**config.mk**
```make
export PLATFORM = sky130hd
export DESIGN_NAME = servo_frame_scheduler
export DESIGN_NICKNAME = d
export VERILOG_FILES = /design/src/rtl/servo_pkg.sv /design/src/rtl/servo_width_limiter.sv /design/src/rtl/servo_frame_scheduler.sv
export SDC_FILE = /design/constraint.sdc
export NUM_CORES = 1
export LEC_CHECK = 0
export BUFFER_PORTS_ARGS = -buffer_cell sky130_fd_sc_hd__buf_2
export CAP_MARGIN = 20
export CORE_MARGIN = 2
export CORE_UTILIZATION = 55
export DETAILED_ROUTE_END_ITERATION = 7
export GPL_ROUTABILITY_DRIVEN = 0
export PLACE_DENSITY = 0.71
export SETUP_SLACK_MARGIN = 0.1
export SLEW_MARGIN = 10
export SYNTH_ARGS = -nofsm -noshare
export SYNTH_HDL_FRONTEND = slang
export SYNTH_HIERARCHICAL = 1
export SYNTH_SLANG_ARGS = --single-unit
export TNS_END_PERCENT = 5
```
**constraint.sdc**
```tcl
create_clock -name clk -period 8.6 [get_ports clk]
set_clock_uncertainty 0.2 [all_clocks]
set_input_delay 1.72 -clock clk [delete_from_list [all_inputs] [get_ports clk]]
set_output_delay 1.72 -clock clk [all_outputs]
set_load 0.01 [all_outputs]
```
**src/rtl/servo_pkg.sv**
```systemverilog
// Shared constants, width type and FSM state encoding for the servo frame scheduler.
// SERVO_SLEW_EN selects per-frame slew limiting of channel widths.
package servo_pkg;

  localparam int DEF_FRAME_TICKS  = 2000000;
  localparam int DEF_MIN_TICKS    = 50000;
  localparam int DEF_MAX_TICKS    = 250000;
  localparam int DEF_CENTER_TICKS = 150000;
  localparam int DEF_GAP_TICKS    = 25000;
  localparam int DEF_SLEW_TICKS   = 12500;

  localparam int WIDTH_W = 18;
  typedef logic [WIDTH_W-1:0] width_t;

  typedef enum logic [1:0] {
    IDLE  = 2'd0,
    PULSE = 2'd1,
    GAP   = 2'd2,
    HOLD  = 2'd3
  } servo_state_t;

`ifdef SERVO_SLEW_EN
  localparam bit SLEW_EN = 1'b1;
`else
  localparam bit SLEW_EN = 1'b0;
`endif

endpackage

```
**src/rtl/servo_width_limiter.sv**
```systemverilog
// Combinational width conditioning: clamp to the safe servo range, and in step mode
// move from the current width toward the clamped request (slew-limited when SERVO_SLEW_EN).
module servo_width_limiter
  import servo_pkg::*;
#(
  parameter int MIN_TICKS  = DEF_MIN_TICKS,
  parameter int MAX_TICKS  = DEF_MAX_TICKS,
  parameter int SLEW_TICKS = DEF_SLEW_TICKS,
  parameter bit STEP       = 1'b0
) (
  input  width_t req,
  input  width_t cur,
  output width_t y
);

  // Without slew limiting the bound is never reached: |req - cur| < MAX_TICKS.
  localparam int LIMIT = SLEW_EN ? SLEW_TICKS : MAX_TICKS;
  localparam logic signed [WIDTH_W:0] LIM_POS = (WIDTH_W+1)'(LIMIT);
  localparam logic signed [WIDTH_W:0] LIM_NEG = -((WIDTH_W+1)'(LIMIT));

  width_t clamped;
  logic signed [WIDTH_W:0] delta;
  logic signed [WIDTH_W:0] step;
  logic signed [WIDTH_W:0] sum;

  always_comb begin
    if (req < width_t'(MIN_TICKS)) begin
      clamped = width_t'(MIN_TICKS);
    end else if (req > width_t'(MAX_TICKS)) begin
      clamped = width_t'(MAX_TICKS);
    end else begin
      clamped = req;
    end

    delta = $signed({1'b0, clamped}) - $signed({1'b0, cur});
    if (delta > LIM_POS) begin
      step = LIM_POS;
    end else if (delta < LIM_NEG) begin
      step = LIM_NEG;
    end else begin
      step = delta;
    end

    sum = $signed({1'b0, cur}) + step;
    y   = STEP ? sum[WIDTH_W-1:0] : clamped;
  end

endmodule

```
**src/rtl/servo_frame_scheduler.sv**
```systemverilog
// Multi-channel servo pulse scheduler: fixed frame timebase, back-to-back channel pulses.
// Build option SERVO_SLEW_EN: slew-limit each channel's width change per frame.
module servo_frame_scheduler
  import servo_pkg::*;
#(
  parameter int FRAME_TICKS  = DEF_FRAME_TICKS,
  parameter int N_CH         = 4,
  parameter int MIN_TICKS    = DEF_MIN_TICKS,
  parameter int MAX_TICKS    = DEF_MAX_TICKS,
  parameter int CENTER_TICKS = DEF_CENTER_TICKS,
  parameter int GAP_TICKS    = DEF_GAP_TICKS,
  parameter int SLEW_TICKS   = DEF_SLEW_TICKS,
  localparam int CH_W        = $clog2(N_CH)
) (
  input  logic             clk,
  input  logic             rst,
  input  logic             cmd_valid,
  output logic             cmd_ready,
  input  logic [CH_W-1:0]  cmd_ch,
  input  logic [17:0]      cmd_width,
  output logic [N_CH-1:0]  servo_out,
  output logic             frame_start,
  output logic [CH_W-1:0]  active_ch,
  output logic             pulse_active,
  output servo_state_t     dbg_state
);

  localparam int FW = $clog2(FRAME_TICKS);

  generate
    if ((N_CH < 2) || (N_CH > 8) ||
        (N_CH * (MAX_TICKS + GAP_TICKS) > FRAME_TICKS) ||
        (MIN_TICKS > CENTER_TICKS) || (CENTER_TICKS > MAX_TICKS)) begin : g_bad_params
      $error("servo_frame_scheduler: illegal parameter combination");
    end
  endgenerate

  // Handshake: a command transfers on any rising edge where cmd_valid && cmd_ready;
  // cmd_ready is low in reset and high otherwise, so the source never stalls.
  logic [FW-1:0]   fcnt;
  logic            wrap;
  width_t          shadow   [N_CH];
  width_t          width    [N_CH];
  width_t          width_nx [N_CH];
  width_t          cmd_clamped;
  width_t          pcnt, pcnt_d;
  logic [CH_W-1:0] ch, ch_d, ch_inc;
  servo_state_t    state, state_d;
  logic [N_CH-1:0] servo_d;

  assign wrap      = (fcnt == FW'(FRAME_TICKS - 1));
  assign ch_inc    = ch + 1'b1;
  assign dbg_state = state;

  servo_width_limiter #(
    .MIN_TICKS (MIN_TICKS),
    .MAX_TICKS (MAX_TICKS),
    .SLEW_TICKS(SLEW_TICKS),
    .STEP      (1'b0)
  ) u_cmd_clamp (
    .req(cmd_width),
    .cur('0),
    .y  (cmd_clamped)
  );

  for (genvar i = 0; i < N_CH; i++) begin : g_latch
    servo_width_limiter #(
      .MIN_TICKS (MIN_TICKS),
      .MAX_TICKS (MAX_TICKS),
      .SLEW_TICKS(SLEW_TICKS),
      .STEP      (1'b1)
    ) u_step (
      .req(shadow[i]),
      .cur(width[i]),
      .y  (width_nx[i])
    );
  end

  // Wrap overrides every state; channel 0 uses the width being latched on this edge.
  always_comb begin
    state_d = state;
    ch_d    = ch;
    pcnt_d  = pcnt;
    servo_d = '0;
    if (wrap) begin
      state_d    = PULSE;
      ch_d       = '0;
      pcnt_d     = width_nx[0] - 1'b1;
      servo_d[0] = 1'b1;
    end else begin
      case (state)
        PULSE: begin
          if (pcnt == '0) begin
            state_d = (int'(ch) == N_CH - 1) ? HOLD : GAP;
            pcnt_d  = width_t'(GAP_TICKS - 1);
          end else begin
            pcnt_d      = pcnt - 1'b1;
            servo_d[ch] = 1'b1;
          end
        end
        GAP: begin
          if (pcnt == '0) begin
            state_d         = PULSE;
            ch_d            = ch_inc;
            pcnt_d          = width[ch_inc] - 1'b1;
            servo_d[ch_inc] = 1'b1;
          end else begin
            pcnt_d = pcnt - 1'b1;
          end
        end
        default: ;
      endcase
    end
  end

  always_ff @(posedge clk or posedge rst) begin
    if (rst) begin
      fcnt         <= FW'(FRAME_TICKS - 1);
      state        <= IDLE;
      ch           <= '0;
      pcnt         <= '0;
      servo_out    <= '0;
      frame_start  <= 1'b0;
      active_ch    <= '0;
      pulse_active <= 1'b0;
      cmd_ready    <= 1'b0;
      for (int i = 0; i < N_CH; i++) begin
        shadow[i] <= width_t'(CENTER_TICKS);
        width[i]  <= width_t'(CENTER_TICKS);
      end
    end else begin
      fcnt         <= wrap ? '0 : fcnt + 1'b1;
      state        <= state_d;
      ch           <= ch_d;
      pcnt         <= pcnt_d;
      servo_out    <= servo_d;
      frame_start  <= wrap;
      active_ch    <= ch_d;
      pulse_active <= |servo_d;
      cmd_ready    <= 1'b1;
      if (wrap) begin
        for (int i = 0; i < N_CH; i++) begin
          width[i] <= width_nx[i];
        end
      end
      // Out-of-range channels are accepted and dropped.
      if (cmd_valid && cmd_ready && (int'(cmd_ch) < N_CH)) begin
        shadow[cmd_ch] <= cmd_clamped;
      end
    end
  end

endmodule

```
==> metrics.md, run 1 <==
| Metric | Value |
|---|---|
| Number of global-route vias before repair | `15600` |
| Internal power | `2.63 mW` |
| First-pass GRT wire length | `81.7 mm` |
| Worst-Skew Late Latency | `0.48 ns` |
| First-pass iteration count of the detailed router | `5` |
| Final worst slack | `0.716 ns` |
| Status | `finished, final reports clean` |
| Tightest Hold Check Type | `reg2reg` |
| Synth warn | `6` |
| Die area | `~0.035 mm²` |
| LEAKAGE | `8.42 nW` |
| DR vias | `16200` |
| Fillers | `~3000` |
| Post-route setup TNS | `0 ns` |
| Crit-path slowest cell | `a21boi_0` |
| Clk slew on worst S/H paths | `0.08 ns` |
| P_sw | `2.25 mW` |
| DRC Markers | `0` |
| Normalized max-slew margin | `a little under a quarter` |
| Height of the die | `between 150 and 200 µm` |
| Root buffer cell | `clkbuf_16` |
| Hold Buf Count CTS | `0` |
| Overall power | `4.88 mW` |
| Worst slack at placement | `0.556 ns` |
| Final min period | `7.88 ns` |
| Peak supply drop | `around 0.00017 V` |
| CP Launch Type | `flop` |
| Pins Over Slew Limit | `0` |
| Bufs on Longest Clock Path | `2` |
| Layout cells sized above 1 | `14.9%` |
| Post-CTS setup buffer count | `0` |
| Critical Path Sink Type | `flop` |
| Routed WL per cell | `19.0 µm` |
| Pin count of the biggest net entering global routing | `~130` |
| TritonCTS clock tree | `yes` |
| Syn nets | `about 2400` |
| Drt total wl | `50.3 mm` |
| CTS H-tree depth | `4` |
| Clk pwr share | `17.5%` |
| Period utilization | `91.7%` |
| Via density | `6.14` |
| Hold Violations, Final | `0` |
| CP peak stage delay | `0.68 ns` |
| Starting density of the core | `55.5%` |
| Layout Nets | `roughly 2400` |
| Total I/O pin count | `34` |
| CP Max Fanout | `8` |
| # setup viols final | `0` |
| Worst slew pin tran | `1.16 ns` |
| Core Rows | `67` |
| RSZ-0062 raised after global routing | `false` |
| Synthesized area | `0.0185 mm²` |
| 1st-iter DRT viols | `1125` |
| Flop pwr share | `22.6%` |
| Switching portion of total power | `46.0%` |
| GRT overflow | `0` |
| Die Width | `187 µm` |
| Crit path kind | `reg2reg` |
| Avg Cell Area, Syn | `8.51 µm²` |
| Power Dens Cells | `around 250 mW/mm²` |
| CTS Buf Count | `17` |
| Gate Count Post-Synth | `2177` |
| CTS sink count | `194` |
| CP arrival | `around 8.0 ns` |
| Gate power share | `between 50% and 60%` |
| I/O Buffers | `33` |
| HPWL after detailed placement | `38.5 mm` |
| Syn-to-layout area delta | `6.70%` |
| MaxCap Viol Count | `0` |
| Total track usage | `between 20% and 30%` |
| Initial antenna violation count | `1` |
| FMAX | `approximately 130 MHz` |
| Critical Path RT | `slightly below 9 ns` |
| DRT antenna net count | `0` |
| Core ar. | `0.0334 mm²` |
metal layers:
metal | vias up | GRT usage (%) | wire length [µm]
met5 | - | 0 | 0
met4 | 0 | 9.12 | 1380
met3 | 92 | 4.15 | 2670
met2 | 465 | 48.5 | 23500
met1 | 7803 | 38.4 | 22700
li1 | 7854 | - | -
through the flow:
stage / hold WS (ns) / std cells / util [%] / area, µm²
after floorplan: 0.240 / 2177 / - / 18500
after global placement: 0.266 / 2607 / 57.2 / 19100
after detailed placement: 0.274 / 2607 / 57.2 / 19100
after CTS: 0.282 / 2639 / 59.1 / 19700
after global routing: 0.304 / 2640 / 59.2 / 19800
final: 0.282 / 2641 / 59.2 / 19800
worst paths after layout:
kind / startpoint / to / slack (ns) / depth (start not counted)
worst max-delay path: shadow[67] / pcnt[16] / 0.72 / 29
worst min-delay path: width[35] / width[35] / 0.28 / 2
worst max register to register: shadow[67] / pcnt[16] / 0.72 / 29
worst min register to register: width[35] / width[35] / 0.28 / 2
max in group asynchronous: rst / shadow[51] / 5.57 / 3
min in group asynchronous: rst / fcnt[11] / 1.18 / 2
power by group through the flow:
stage,logic [mW],clock network [mW],registers [mW]
CTS,2.86,0.866,1.10
detailed placement,2.83,0,1.12
global route,3.23,0.903,1.11
finish,2.92,0.853,1.10
global placement,2.78,0,1.11
floorplan,2.32,0,1.09
cell usage in the layout, fill, tap and decap left out, types with 17 or more instances in the layout:
| cell | n |
|---|---|
| nand2_1 | 316 |
| ha_1 | 154 |
| inv_1 | 143 |
| nor2_1 | 142 |
| a21oi_1 | 130 |
| dfrtp_1 | 117 |
| xnor2_1 | 113 |
| o21ai_0 | 79 |
| dfstp_2 | 77 |
| mux2_2 | 74 |
| xor2_1 | 58 |
| nor3_1 | 54 |
| nand3_1 | 50 |
| a21o_1 | 43 |
| o21bai_1 | 34 |
| and2_1 | 33 |
| buf_2 | 33 |
| o21a_1 | 30 |
| o211ai_1 | 25 |
| a211oi_1 | 24 |
| nand4_1 | 23 |
| nor2b_1 | 23 |
| or3_1 | 22 |
| nand2b_1 | 20 |
| a31oi_1 | 19 |
| o31ai_1 | 17 |
| mux4_2 | 17 |
| clkbuf_16 | 17 |
flip-flops by register name, indices dropped and copies added, names as in the netlist:
register	cells
shadow	72
dbg_state	2
width	72
fcnt	21
servo_out	4
frame_start	1
pcnt	18
cmd_ready	1
ch	2
pulse_active	1
area by class of cell:
| type | count | area (µm²) | area share (%) |
|---|---|---|---|
| sequential | 194 | 4950 | 25.1 |
| tap | 448 | 561 | 2.84 |
| antenna | 1 | 2.50 | 0.0127 |
| timing repair buffer | 47 | 274 | 1.39 |
| clock inverter | 15 | 191 | 0.969 |
| inverter | 145 | 552 | 2.79 |
| clock buffer | 17 | 425 | 2.15 |
| multi-input combinational | 1774 | 12800 | 64.8 |
critical path: cells and delay by family, from the launching register on:
kind,cells,cell delay [ns]
adders and majority gates,3,0.90
xor gates and xnor gates,1,0.18
DFF,1,0.42
AOI/OAI and AO/OA,17,4.42
and+or+nand+nor,6,1.41
buffers and inverters,2,0.25
what timing repair did:
action / 4_1_cts / 5_1_grt
hold endpoints to repair: 0 / 0
resized for setup: 0 / 5
endpoints found under the setup margin: 0 / 7
Note: power is estimated with default switching activity, not from simulation.
==> run 2: changes to the inputs <==
--- a/config.mk
+++ b/config.mk
@@ -11,8 +11,9 @@
 export CORE_UTILIZATION = 55
 export DETAILED_ROUTE_END_ITERATION = 7
 export GPL_ROUTABILITY_DRIVEN = 0
-export PLACE_DENSITY = 0.71
+export PLACE_DENSITY = 0.74
 export SETUP_SLACK_MARGIN = 0.1
+export SKIP_CTS_REPAIR_TIMING = 1
 export SLEW_MARGIN = 10
 export SYNTH_ARGS = -nofsm -noshare
 export SYNTH_HDL_FRONTEND = slang
==> constraint.sdc (replaced) <==
create_clock -name clk -period 7.1 [get_ports clk]
set_clock_uncertainty 0.2 [all_clocks]
set_input_delay 1.42 -clock clk [delete_from_list [all_inputs] [get_ports clk]]
set_output_delay 1.42 -clock clk [all_outputs]
set_load 0.01 [all_outputs]
==> run 2 against run 1 <==
The flow now finishes with violations (negative setup slack); clock power increased by 17%; flip-flop and latch count unchanged; setup slack got worse by 0.78 ns; routed wire length increased by 6.4%; largest power group unchanged; critical endpoint is now pcnt[13]; sequential share of layout area decreased by 2.2 points; via count increased by 6.5%; worst hold slack improved by 0.0076 ns; critical path type unchanged; utilization increased by 5.6 points; sequential power increased by 21%; count of clock-buffer cells in the layout increased by 3.
==> metrics.md, run 2 (synthesis gave the netlist of run 1 again) <==
| Metric | Value |
|---|---|
| Status | `finished with violations` |
| Violated checks | `negative setup slack` |
| I/O Buffers | `33` |
| Critical Path Sink Type | `flop` |
| CTS sink count | `194` |
| 1st-iter DRT viols | `1397` |
| Worst setup path start | `shadow[57]` |
| Overall power | `a little under 7 mW` |
| Hold Violations, Final | `0` |
| Period utilization | `101%` |
| Highest-count cells in the layout ignoring fill and taps | `nand2_1, buf_4, ha_1` |
| Power Dens Cells | `313 mW/mm²` |
| CTS H-tree depth | `4` |
| Critical Path RT | `7.25 ns` |
| R2R depth | `33` |
| Reg-to-reg critical path startpoint | `shadow[57]` |
| Clk slew on worst S/H paths | `0.07 ns` |
| CP dominant cell by count | `buf_4` |
| Commonest non-fill, non-tap cell in the layout | `nand2_1` |
| Pins Over Slew Limit | `0` |
| Non-filler instance count after layout | `2822` |
| LEAKAGE | `~9.4 nW` |
| Worst slew pin tran | `1.05 ns` |
| Biggest regs | `shadow x72, width x72, fcnt x21` |
| DRC Markers | `0` |
| CTS Buf Count | `17` |
| Starting density of the core | `55.5%` |
| WHS Path Cells | `2` |
| First-pass GRT wire length | `between 80 and 90 mm` |
| HPWL after detailed placement | `just over 40 mm` |
| First-pass iteration count of the detailed router | `5` |
| Worst slack at placement | `-0.416 ns` |
| CP peak stage delay | `between 0.5 and 0.6 ns` |
| Crit path kind | `reg2reg` |
| Core Rows | `67` |
| Pin count of the biggest net entering global routing | `90` |
| # setup viols final | `3` |
| FMAX | `140 MHz` |
| R2R setup slack | `-0.07 ns` |
| Crit-path slowest cell | `or4_4` |
| Post-route setup TNS | `-0.124 ns` |
| Layout cells sized above 1 | `24.7%` |
| Worst-Skew Late Latency | `0.46 ns` |
| Root buffer cell | `clkbuf_16` |
| Tightest Hold Check Type | `reg2reg` |
| Peak supply drop | `approximately 0.00023 V` |
| CP Max Fanout | `5` |
| Initial antenna violation count | `1` |
| TritonCTS clock tree | `yes` |
| Syn-to-layout area delta | `16.8%` |
| GRT overflow | `0` |
| Drt total wl | `53.5 mm` |
| Total track usage | `between 20% and 30%` |
| Routed WL per cell | `19.0 µm` |
| DRT antenna net count | `0` |
| Ant diodes | `0` |
| Total I/O pin count | `34` |
| Hold WS | `around 0.29 ns` |
| Number of global-route vias before repair | `16400` |
| MaxCap Viol Count | `0` |
| Die area | `0.0352 mm²` |
| Height of the die | `between 150 and 200 µm` |
| Bufs on Longest Clock Path | `2` |
| RSZ-0062 raised after global routing | `true` |
| Final min period | `between 7 and 8 ns` |
| DR vias | `17300` |
| Final worst slack | `-0.0651 ns` |
| Core ar. | `0.0334 mm²` |
| Hold EP | `width[29]` |
| RR Endpoint | `pcnt[13]` |
| Cells after DPL | `~2800` |
| Normalized max-slew margin | `29.6%` |
| Die Width | `approximately 190 µm` |
| Hold Startpoint | `width[29]` |
| Layout Nets | `~2500` |
| CP Launch Type | `flop` |
| CP arrival | `roughly 7.3 ns` |
| Via density | `6.12` |
run 2: cell types whose count changed in the layout (fill, tap and decap cells not counted), moves of 6 or more:
cell	before	now
a21oi_2	5	14
ha_1	154	148
o21ai_0	79	70
nor3_1	54	47
a211oi_1	24	18
a21oi_1	130	118
buf_4	13	193
nor3_2	1	7
nor2b_1	23	17
run 2: how the worst max path moves through the flow:
stage                     endpoint  depth (start not counted)
after floorplan           pcnt[17]                         30
after global placement    pcnt[17]                         31
after detailed placement  pcnt[17]                         35
after CTS                 pcnt[17]                         35
after global routing      pcnt[17]                         32
final                     pcnt[13]                         33
run 2: worst max-delay path: cells and delay by family (launching register included):
| family | cells | cell delay (ns) |
|---|---|---|
| simple gates | 8 | 1.72 |
| fa+ha+maj | 2 | 0.62 |
| compound gates | 16 | 3.09 |
| xor+xnor | 1 | 0.11 |
| buf+inv | 6 | 0.89 |
| flops | 1 | 0.40 |
run 2: layout make-up:
class,instances,area [µm²]
sequential,194,4950
timing repair buffer,229,1640
multi-input combinational,1774,13300
fill,2744,11700
clock buffer,20,457
clock inverter,12,135
tap,448,561
inverter,145,552
run 2: metal layers:
layer | track usage, % | part of all wire [%]
met5 | 0 | 0
met4 | 13.2 | 4.5
met3 | 4.67 | 6.5
met2 | 49.4 | 46
met1 | 38.6 | 43
run 2: stage by stage:
stage / utilization, % / cell area [µm²]
global placement: 60.9 / 20300
CTS: 62.7 / 20900
detailed placement: 60.9 / 20300
global route: 64.8 / 21600
finish: 64.8 / 21600
floorplan: - / 18600
run 2: power breakdown:
part	internal [mW]	switching, mW	total [mW]
Clock	0.518	0.479	0.997
Sequential	1.24	0.0969	1.33
Combinational	2.03	2.40	4.43
Total	3.79	2.98	6.76
